**src/rtl/axis_delay_calibrator_if.sv**
```systemverilog
// rtl/axis_delay_calibrator_if.sv - single-beat stream bundle for probe and return paths
interface axis_delay_calibrator_if #(
    parameter int DATA_WIDTH = 256
);
    logic [DATA_WIDTH-1:0] tdata;
    logic                  tvalid;
    logic                  tlast;

    modport master (output tdata, output tvalid, output tlast);
    modport slave  (input  tdata, input  tvalid, input  tlast);
endinterface

```
**src/rtl/axis_delay_calibrator.sv**
```systemverilog
// rtl/axis_delay_calibrator.sv - probe round-trip latency and derive delay-line compensation
module axis_delay_calibrator #(
    parameter int                    DATA_WIDTH     = 256,
    parameter int                    MAX_LATENCY    = 50,
    parameter int                    TIMEOUT_CYCLES = 1000,
    parameter logic [DATA_WIDTH-1:0] PROBE_PATTERN  = {8{32'hA5C3_0F1E}}
) (
    input  logic                           clk,
    input  logic                           rst,
    input  logic                           start,
    input  logic [15:0]                    target_latency,
    axis_delay_calibrator_if.master        m_axis,
    axis_delay_calibrator_if.slave         s_axis,
    output logic [15:0]                    delay_count,
    output logic                           delay_valid,
    output logic [15:0]                    measured_latency,
    output logic                           busy,
    output logic                           timeout,
    output logic                           clamped
);

    localparam logic [15:0]        TIMEOUT_LIMIT = 16'(TIMEOUT_CYCLES);
    localparam logic signed [16:0] MAX_DIFF      = 17'(MAX_LATENCY);
    localparam logic [15:0]        MAX_COUNT     = 16'(MAX_LATENCY);

    typedef enum logic [1:0] {
        S_IDLE = 2'd0,
        S_SEND = 2'd1,
        S_WAIT = 2'd2,
        S_DONE = 2'd3
    } state_t;

    state_t      state_q, state_d;
    logic [15:0] cnt_q, cnt_d;
    logic [15:0] target_q, target_d;
    logic [15:0] lat_q, lat_d;
    logic [15:0] delay_count_q, delay_count_d;
    logic        delay_valid_q, delay_valid_d;
    logic [15:0] measured_q, measured_d;
    logic        timeout_q, timeout_d;
    logic        clamped_q, clamped_d;

    logic               match;
    logic               at_limit;
    logic signed [16:0] diff;
    logic               unused_tlast;

    // The return beat's tlast carries no information for a single-beat probe.
    assign unused_tlast = s_axis.tlast;

    assign match    = s_axis.tvalid && (s_axis.tdata == PROBE_PATTERN);
    assign at_limit = (cnt_q == TIMEOUT_LIMIT);
    assign diff     = $signed({1'b0, target_q}) - $signed({1'b0, lat_q});

    // State register; reset is asynchronous so the probe drops immediately.
    always_ff @(posedge clk or posedge rst) begin
        if (rst) begin
            state_q <= S_IDLE;
        end else begin
            state_q <= state_d;
        end
    end

    // Next-state: a match outranks the timeout on the same cycle.
    always_comb begin
        state_d = state_q;
        case (state_q)
            S_IDLE: if (start) state_d = S_SEND;
            S_SEND: state_d = S_WAIT;
            S_WAIT: begin
                if (match) begin
                    state_d = S_DONE;
                end else if (at_limit) begin
                    state_d = S_IDLE;
                end
            end
            S_DONE: state_d = S_IDLE;
            default: state_d = S_IDLE;
        endcase
    end

    // Outputs decoded from state: the probe is only on the wire during SEND.
    always_comb begin
        m_axis.tvalid = (state_q == S_SEND);
        m_axis.tlast  = (state_q == S_SEND);
        m_axis.tdata  = (state_q == S_SEND) ? PROBE_PATTERN : '0;
        busy          = (state_q != S_IDLE);
    end

    // Datapath next values: counter, latched target/latency and result registers.
    always_comb begin
        cnt_d         = cnt_q;
        target_d      = target_q;
        lat_d         = lat_q;
        delay_count_d = delay_count_q;
        delay_valid_d = delay_valid_q;
        measured_d    = measured_q;
        timeout_d     = timeout_q;
        clamped_d     = clamped_q;
        case (state_q)
            S_IDLE: begin
                cnt_d = 16'd0;
                if (start) begin
                    target_d      = target_latency;
                    timeout_d     = 1'b0;
                    clamped_d     = 1'b0;
                    delay_valid_d = 1'b0;
                end
            end
            S_SEND: begin
                // cnt is 0 during SEND, so it reads 1 in the first WAIT cycle.
                cnt_d = 16'd1;
            end
            S_WAIT: begin
                cnt_d = cnt_q + 16'd1;
                if (match) begin
                    lat_d = cnt_q;
                end else if (at_limit) begin
                    timeout_d = 1'b1;
                end
            end
            S_DONE: begin
                // Saturate to 1..MAX_LATENCY so the delay line index stays legal.
                if (diff < 17'sd1) begin
                    delay_count_d = 16'd1;
                    clamped_d     = 1'b1;
                end else if (diff > MAX_DIFF) begin
                    delay_count_d = MAX_COUNT;
                    clamped_d     = 1'b1;
                end else begin
                    delay_count_d = diff[15:0];
                end
                measured_d    = lat_q;
                delay_valid_d = 1'b1;
            end
            default: cnt_d = 16'd0;
        endcase
    end

    // Datapath registers; delay_count resets to 1, never 0.
    always_ff @(posedge clk or posedge rst) begin
        if (rst) begin
            cnt_q         <= 16'd0;
            target_q      <= 16'd0;
            lat_q         <= 16'd0;
            delay_count_q <= 16'd1;
            delay_valid_q <= 1'b0;
            measured_q    <= 16'd0;
            timeout_q     <= 1'b0;
            clamped_q     <= 1'b0;
        end else begin
            cnt_q         <= cnt_d;
            target_q      <= target_d;
            lat_q         <= lat_d;
            delay_count_q <= delay_count_d;
            delay_valid_q <= delay_valid_d;
            measured_q    <= measured_d;
            timeout_q     <= timeout_d;
            clamped_q     <= clamped_d;
        end
    end

    assign delay_count      = delay_count_q;
    assign delay_valid      = delay_valid_q;
    assign measured_latency = measured_q;
    assign timeout          = timeout_q;
    assign clamped          = clamped_q;

endmodule

```
**src/flat_wrapper.sv**
```systemverilog
// flat-port wrapper written by rule: the top's interface ports become plain ports
module axis_delay_calibrator_flat 
#(
    parameter int                    DATA_WIDTH     = 256,
    parameter int                    MAX_LATENCY    = 50,
    parameter int                    TIMEOUT_CYCLES = 1000,
    parameter logic [DATA_WIDTH-1:0] PROBE_PATTERN  = {8{32'hA5C3_0F1E}}
)
  (clk, rst, start, target_latency, delay_count, delay_valid, measured_latency, busy, timeout, clamped, m_axis_tdata, m_axis_tvalid, m_axis_tlast, s_axis_tdata, s_axis_tvalid, s_axis_tlast);
  axis_delay_calibrator_if #(.DATA_WIDTH(DATA_WIDTH)) m_axis_i ();
  axis_delay_calibrator_if #(.DATA_WIDTH(DATA_WIDTH)) s_axis_i ();
  input  logic clk;
  input  logic rst;
  input  logic start;
  input  logic [15:0] target_latency;
  output logic [15:0] delay_count;
  output logic delay_valid;
  output logic [15:0] measured_latency;
  output logic busy;
  output logic timeout;
  output logic clamped;
  output wire logic [$bits(m_axis_i.tdata)-1:0] m_axis_tdata;
  output wire logic [$bits(m_axis_i.tvalid)-1:0] m_axis_tvalid;
  output wire logic [$bits(m_axis_i.tlast)-1:0] m_axis_tlast;
  input wire logic [$bits(s_axis_i.tdata)-1:0] s_axis_tdata;
  input wire logic [$bits(s_axis_i.tvalid)-1:0] s_axis_tvalid;
  input wire logic [$bits(s_axis_i.tlast)-1:0] s_axis_tlast;
  assign m_axis_tdata = m_axis_i.tdata;
  assign m_axis_tvalid = m_axis_i.tvalid;
  assign m_axis_tlast = m_axis_i.tlast;
  assign s_axis_i.tdata = s_axis_tdata;
  assign s_axis_i.tvalid = s_axis_tvalid;
  assign s_axis_i.tlast = s_axis_tlast;
  axis_delay_calibrator #(.DATA_WIDTH(DATA_WIDTH), .MAX_LATENCY(MAX_LATENCY), .TIMEOUT_CYCLES(TIMEOUT_CYCLES), .PROBE_PATTERN(PROBE_PATTERN)) u_core (.clk(clk), .rst(rst), .start(start), .target_latency(target_latency), .m_axis(m_axis_i), .s_axis(s_axis_i), .delay_count(delay_count), .delay_valid(delay_valid), .measured_latency(measured_latency), .busy(busy), .timeout(timeout), .clamped(clamped));
endmodule
```
**config.mk**
```make
export PLATFORM = sky130hd
export DESIGN_NAME = axis_delay_calibrator_flat
export DESIGN_NICKNAME = d
export VERILOG_FILES = /design/src/rtl/axis_delay_calibrator_if.sv /design/src/rtl/axis_delay_calibrator.sv /design/src/flat_wrapper.sv
export SDC_FILE = /design/constraint.sdc
export NUM_CORES = 1
export LEC_CHECK = 0
export CAP_MARGIN = 30
export CORE_AREA = 2 2 225 227
export CTS_CLUSTER_DIAMETER = 80
export CTS_CLUSTER_SIZE = 25
export DETAILED_ROUTE_END_ITERATION = 10
export DIE_AREA = 0 0 227 229
export GPL_TIMING_DRIVEN = 1
export PLACE_DENSITY = 0.52
export SYNTH_ARGS = -nofsm -noshare
export SYNTH_HDL_FRONTEND = slang
export SYNTH_SLANG_ARGS = --single-unit
```
**constraint.sdc**
```tcl
create_clock -name clk -period 4.7 [get_ports clk]
set_input_delay 0.705 -clock clk [delete_from_list [all_inputs] [get_ports clk]]
set_output_delay 0.705 -clock clk [all_outputs]
set_load 0.005 [all_outputs]
```
======== After elaboration in Yosys (flattened, before gate mapping) ========
Index checks and enable logic that the tools add are counted.
W data, S select, Z words.
operators by class
  add/sub/neg operators ................... 2
  $mul .................................... 0
  divide/modulo/power cells ............... 0
  magnitude comparators ................... 2
  eq/ne operators ......................... 10
  shift operators ......................... 0
  multiplexer cells ....................... 16
  bitwise operators ....................... 0
  reduce and logical (&&, ||, !) cells .... 12
operators by type and width
  operator                  number
  $eq A256 B256 Y1 const B  1
  $mux W256                 1
  $pmux W16 S3              1
  $mux W16                  2
  $gt A17 B7 Y1 const B     1
  $lt A17 B2 Y1 const B     1
  $sub A16 B16 Y17          1
  $add A16 B1 Y16 const B   1
  $eq A16 B10 Y1 const B    1
  $pmux W2 S4               1
  $reduce_and A2 Y1         4
  $mux W2                   3
  $ne A3 B1 Y1 const B      2
  $pmux W1 S2               3
  $reduce_bool A2 Y1        3
  $mux W1                   5
  $eq A2 B2 Y1 const B      2
  $ne A2 B2 Y1 const B      2
  $reduce_and A4 Y1         1
  $reduce_and A3 Y1         1
  $reduce_bool A3 Y1        1
  $eq A2 B1 Y1 const B      1
  $logic_not A2 Y1          1
  $ne A2 B1 Y1 const B      1
  $logic_and A1 B1 Y1       1
storage, ports and cells
  flip-flop bits (word level) ............. 85
  latch bits .............................. 0
  bits in writable memories ............... 0
  bits in read-only memories .............. 0
  input bits .............................. 277
  output and inout bits ................... 294
  word-level logic and storage cells ...... 51
  memories ................................ 0

======== Longest topological paths before layout ========
  word-level depth ........................ 5
  depth in mapped cells ................... 12
  mapped depth without buffers ............ 11

======== Least setup slack after synthesis ========
Ideal clock, no wire load.
  kind .................................... register to output
  start ................................... reg u_core.state_q[1]
  end ..................................... out m_axis_tdata[100]
  data arrival time ....................... 3,172 ps
  required time ........................... 3,995 ps
  setup slack ............................. 823 ps
  cell stages (with the launch flop) ...... 4
  path buffers ............................ 1
  path through ............................ dfrtp_1 -> inv_1 -> ha_1 -> buf_4
on the way
  cells in the longest elaborated chain, start to end .. 2
ends and longest elaborated chain
  element                 line                         RTL
  start, declared         axis_delay_calibrator.sv:33  state_t state_q, state_d;
  start signal, assigned  axis_delay_calibrator.sv:60  state_q <= state_d;
  $eq A2 B1 Y1            -
  named net m_axis_tlast  flat_wrapper.sv:24           output wire logic [$bits(m_axis_i.tlast)-1:0] m_axis_tlast;
  $mux W256               axis_delay_calibrator.sv:86  m_axis.tdata = (state_q == S_SEND) ? PROBE_PATTERN : '0;
  end, declared           flat_wrapper.sv:22           output wire logic [$bits(m_axis_i.tdata)-1:0] m_axis_tdata;
The timed path passes the listed nets, and every way through them passes these cells.

======== Worst setup path in the final report ========
  start ................................... reg u_core.target_q[0]
  end ..................................... reg u_core.delay_count_q[5], in the netlist u_core.delay_count[5]
on the way
  cells in the longest elaborated chain, start to end .. 4
  elaborated cells between the ends (all ways) .. 5
  classes of those cells .................. add/sub (1); order compare (2); mux (2)
ends and longest elaborated chain
  element                 line                          RTL
  start, declared         axis_delay_calibrator.sv:35   logic [15:0] target_q, target_d;
  start signal, assigned  axis_delay_calibrator.sv:153  target_q <= target_d;
  $sub A16 B16 Y17 (*)    axis_delay_calibrator.sv:53   assign diff = $signed({1'b0, target_q}) - $signed({1'b0, lat_q});
  $gt A17 B7 Y1           axis_delay_calibrator.sv:127  end else if (diff > MAX_DIFF) begin
  $mux W16                axis_delay_calibrator.sv:127
  $mux W16 (*)            axis_delay_calibrator.sv:124  if (diff < 17'sd1) begin
  end signal, assigned    axis_delay_calibrator.sv:155  delay_count_q <= delay_count_d;
  end, declared           axis_delay_calibrator.sv:37   logic [15:0] delay_count_q, delay_count_d;
Every way passes the cells marked *; elsewhere a longest branch is shown, timed or not.
A chain may end at the register's enable or synchronous reset.

==> impl_metrics.toml <==
[global_route]
grt_usage_pct = 9.91
grt_pass1_wl_um = 38100
grt_max_degree = 104
grt_pass1_vias = 5925
grt_antenna_before_repair = 7
grt_overflow = 0

[floorplan]
fp.dieW_um = 227
fp.dieArea_um2 = 52000
start_util_pct = 14.5
io_pins = 571
die_h_um = 229
core_um2 = 49700
fp-row-count = 82

[sta]
period_needed_ns = 3.81
hold_viol_final = 0
tightest_slew_ns = 0.945
finalCritPeriodShare_pct = 81.0
fmax_mhz = 263
finalSetupViolations = 0
setup_tns_ns = 0
fin_hold_ws_ns = 0.500
maxSlewHeadroom_pct = 36.6
final_max_slew_viol_count = 0
skew_ns = 0.00803
rsz0062_at_grt = "no"

[job]
cap_violations = 0

[clock_tree]
postCtsHoldBufs = 0
cts.sinks = 85
cts_buffers = 9
post_cts_buffers = 0
clock_latency_ns = 0.35
cts_root_buffer = "clkbuf_16"
h-tree-depth = 3
clk_pin_slew_ns = 0.07
cts_tree = "built"
cts.repair.resized = 0
clockBufferDepth = 2

[synth]
postSynthCellCount = 775
ys_types = 62
synth_edf_count = 0
yosysSeqAreaShare_pct = 29.6
yosysWarnings = 0
ys.flop_type = "dfrtp_1"
async_reset_ff_share_pct = 100
netlist_area_um2 = 7190
synth-seq-cells = 85
avgSynthCellArea_um2 = 9.27

[drt]
drtPass1Iterations = 4
initialDrtViolationCount = 377
wirelength_um = 27500
wl_per_cell_um = 15.6
avgViaCountPerCell = 3.52
ant_nets = 0
dr_total_vias = 6219
drc = 0

[power]
peakVddDrop_uv = 214
leakage_nw = 4.52
p_total_mw = 4.66
cellPowerDensity_nw_per_um2 = 411

[critical_path]
max_stage_delay_ns = 0.75
critPathKind = "flip-flop to flip-flop"
end_kind = "flip-flop"
cp_cell_sequence = "inv_1, ha_1, inv_1, fa_1, a21o_1, a221oi_1, o211ai_1, a311oi_1, o211ai_1, or4_1, a221o_1"
required_ns = 4.92
cp.arrival_ns = 4.03
cp_max_fo = 7
slowest_stage = "a221oi_1"
start_kind = "flip-flop"

[finish]
layout-drive-gt1-share_pct = 7.59
final_core_util_pct = 22.8
area_delta_synth_final_pct = 57.9
fillCellCount = 5435
final_nets = 1390

[placed_design]
io_buffers = 441
gp_congestion = 0.913
hpwlAfterDp_um = 23800

[worst_hold_path]
hold_path.class = "flip-flop to flip-flop"

[status]
status = "finished clean"
## layout by cell type (no fill, tap or decap), types with 13 or more instances in the layout
cell type / instances
nor2_1: 34
a21oi_1: 17
clkdlybuf4s50_1: 441
mux2_2: 40
inv_1: 31
nand2_1: 24
nand3_1: 19
nand4_1: 20
nor2b_1: 13
nor4_1: 15
dfrtp_1: 84
o21ai_0: 22
nor4bb_1: 17
conb_1: 128
ha_1: 22
## kinds of logic (layout without fill, tap and decap cells)
| group | after synthesis | in the layout | synth area share (%) |
|---|---|---|---|
| adders and majority gates | 24 | 24 | 4.28 |
| buffers and inverters | 307 | 499 | 29.7 |
| DFF | 85 | 85 | 29.6 |
| and+or+nand+nor | 204 | 204 | 17.8 |
| AOI/OAI and AO/OA | 90 | 90 | 8.48 |
| xor gates and xnor gates | 12 | 12 | 1.46 |
| other | 1 | 130 | 0.0522 |
| muxes | 52 | 52 | 8.57 |
## path summary, 6_finish.rpt
path | slack, ns | startpoint | cells past startpoint | to
min in group asynchronous | 0.74 | rst | 2 | u_core.delay_count[15]$_DFFE_PP0P_
worst max-delay path | 0.89 | u_core.target_q[0]$_DFFE_PP0P_ | 11 | u_core.delay_count[5]$_DFFE_PP0P_
worst min register to register | 0.50 | u_core.delay_count[3]$_DFFE_PP0P_ | 1 | u_core.delay_count[3]$_DFFE_PP0P_
max in group asynchronous | 3.11 | rst | 3 | u_core.delay_count[0]$_DFFE_PP1P_
worst min-delay path | 0.50 | u_core.delay_count[3]$_DFFE_PP0P_ | 1 | u_core.delay_count[3]$_DFFE_PP0P_
worst max register to register | 0.89 | u_core.target_q[0]$_DFFE_PP0P_ | 11 | u_core.delay_count[5]$_DFFE_PP0P_
## registers in the layout, summed over array words and instances, names as in the netlist
name and count:
u_core.delay_count 16, u_core.cnt_q 16, u_core.measured_latency 16, u_core.lat_q 16
u_core.delay_valid 1, u_core.timeout 1, u_core.state_q 2, u_core.target_q 16
u_core.clamped 1
## worst max-delay path, delay by kind of cell (launching register included)
family	cells	cell delay, ns
AOI/OAI and AO/OA	6	1.99
adders and majority gates	2	0.56
and+or+nand+nor	1	0.62
buffers and inverters	2	0.12
DFF	1	0.38
## power breakdown
| group | switching, mW | leakage [nW] | internal, mW |
|---|---|---|---|
| combinational | 1.25 | 3.24 | 1.66 |
| sequential | 0.0957 | 1.12 | 0.853 |
| clock | 0.309 | 0.160 | 0.485 |
## per-layer routing
| layer | vias up | part of all wire, % | track usage (%) |
|---|---|---|---|
| met3 | 17 | 6.2 | 1.64 |
| li1 | 2982 | - | - |
| met2 | 273 | 50 | 17.4 |
| met4 | 6 | 0.50 | 1.72 |
| met1 | 2941 | 43 | 12.8 |
| met5 | - | 0.13 | 0 |
## cell usage after synthesis (all sizes together) (2+ instances only)
master	number	area, um^2
buf	263	1970
dfrtp	84	2100
mux2	49	586
nor2	34	128
inv	32	120
nand2	24	90.1
ha	23	288
o21ai	22	110
nand4	20	125
nand3	19	95.1
a21oi	17	85.1
nor4bb	17	170
nor4	15	93.8
nor2b	13	81.3
clkbuf	12	45.0
nand4b	9	78.8
nor3	8	40.0
nor4b	8	70.1
xor2	8	70.1
a211oi	7	52.6
or4	7	52.6
a31oi	6	37.5
and3	6	37.5
and4b	5	50.1
nand4bb	5	56.3
o211ai	5	37.5
a21o	4	30.0
o21a	4	30.0
xnor2	4	35.0
a211o	3	26.3
mux2i	3	30.0
nand2b	3	18.8
o22a	3	26.3
or4b	3	30.0
a221o	2	20.0
a41oi	2	17.5
nor3b	2	15.0
o2111ai	2	17.5
o2bb2ai	2	17.5
o31ai	2	15.0
or2	2	12.5
## layout make-up
class	instances	area [um^2]	area share [%]
Timing Repair Buffer	451	4500	39.7
Multi-Input combinational cell	510	3410	30.1
Sequential cell	85	2130	18.8
Tap cell	672	841	7.41
Clock buffer	10	239	2.11
Inverter	32	121	1.07
Clock inverter	6	93.8	0.827
Antenna cell	2	5.00	0.0441
## metrics by stage
stage                     setup slack (ns)  instances  area, um^2
after floorplan                      0.823        902        7660
after global placement               0.416       1750       11000
after detailed placement             0.411       1750       11000
after CTS                            0.768       1766       11300
after global routing                 0.559       1766       11300
final                                0.892       1768       11300
No activity file was read; power rests on OpenSTA's default activity.
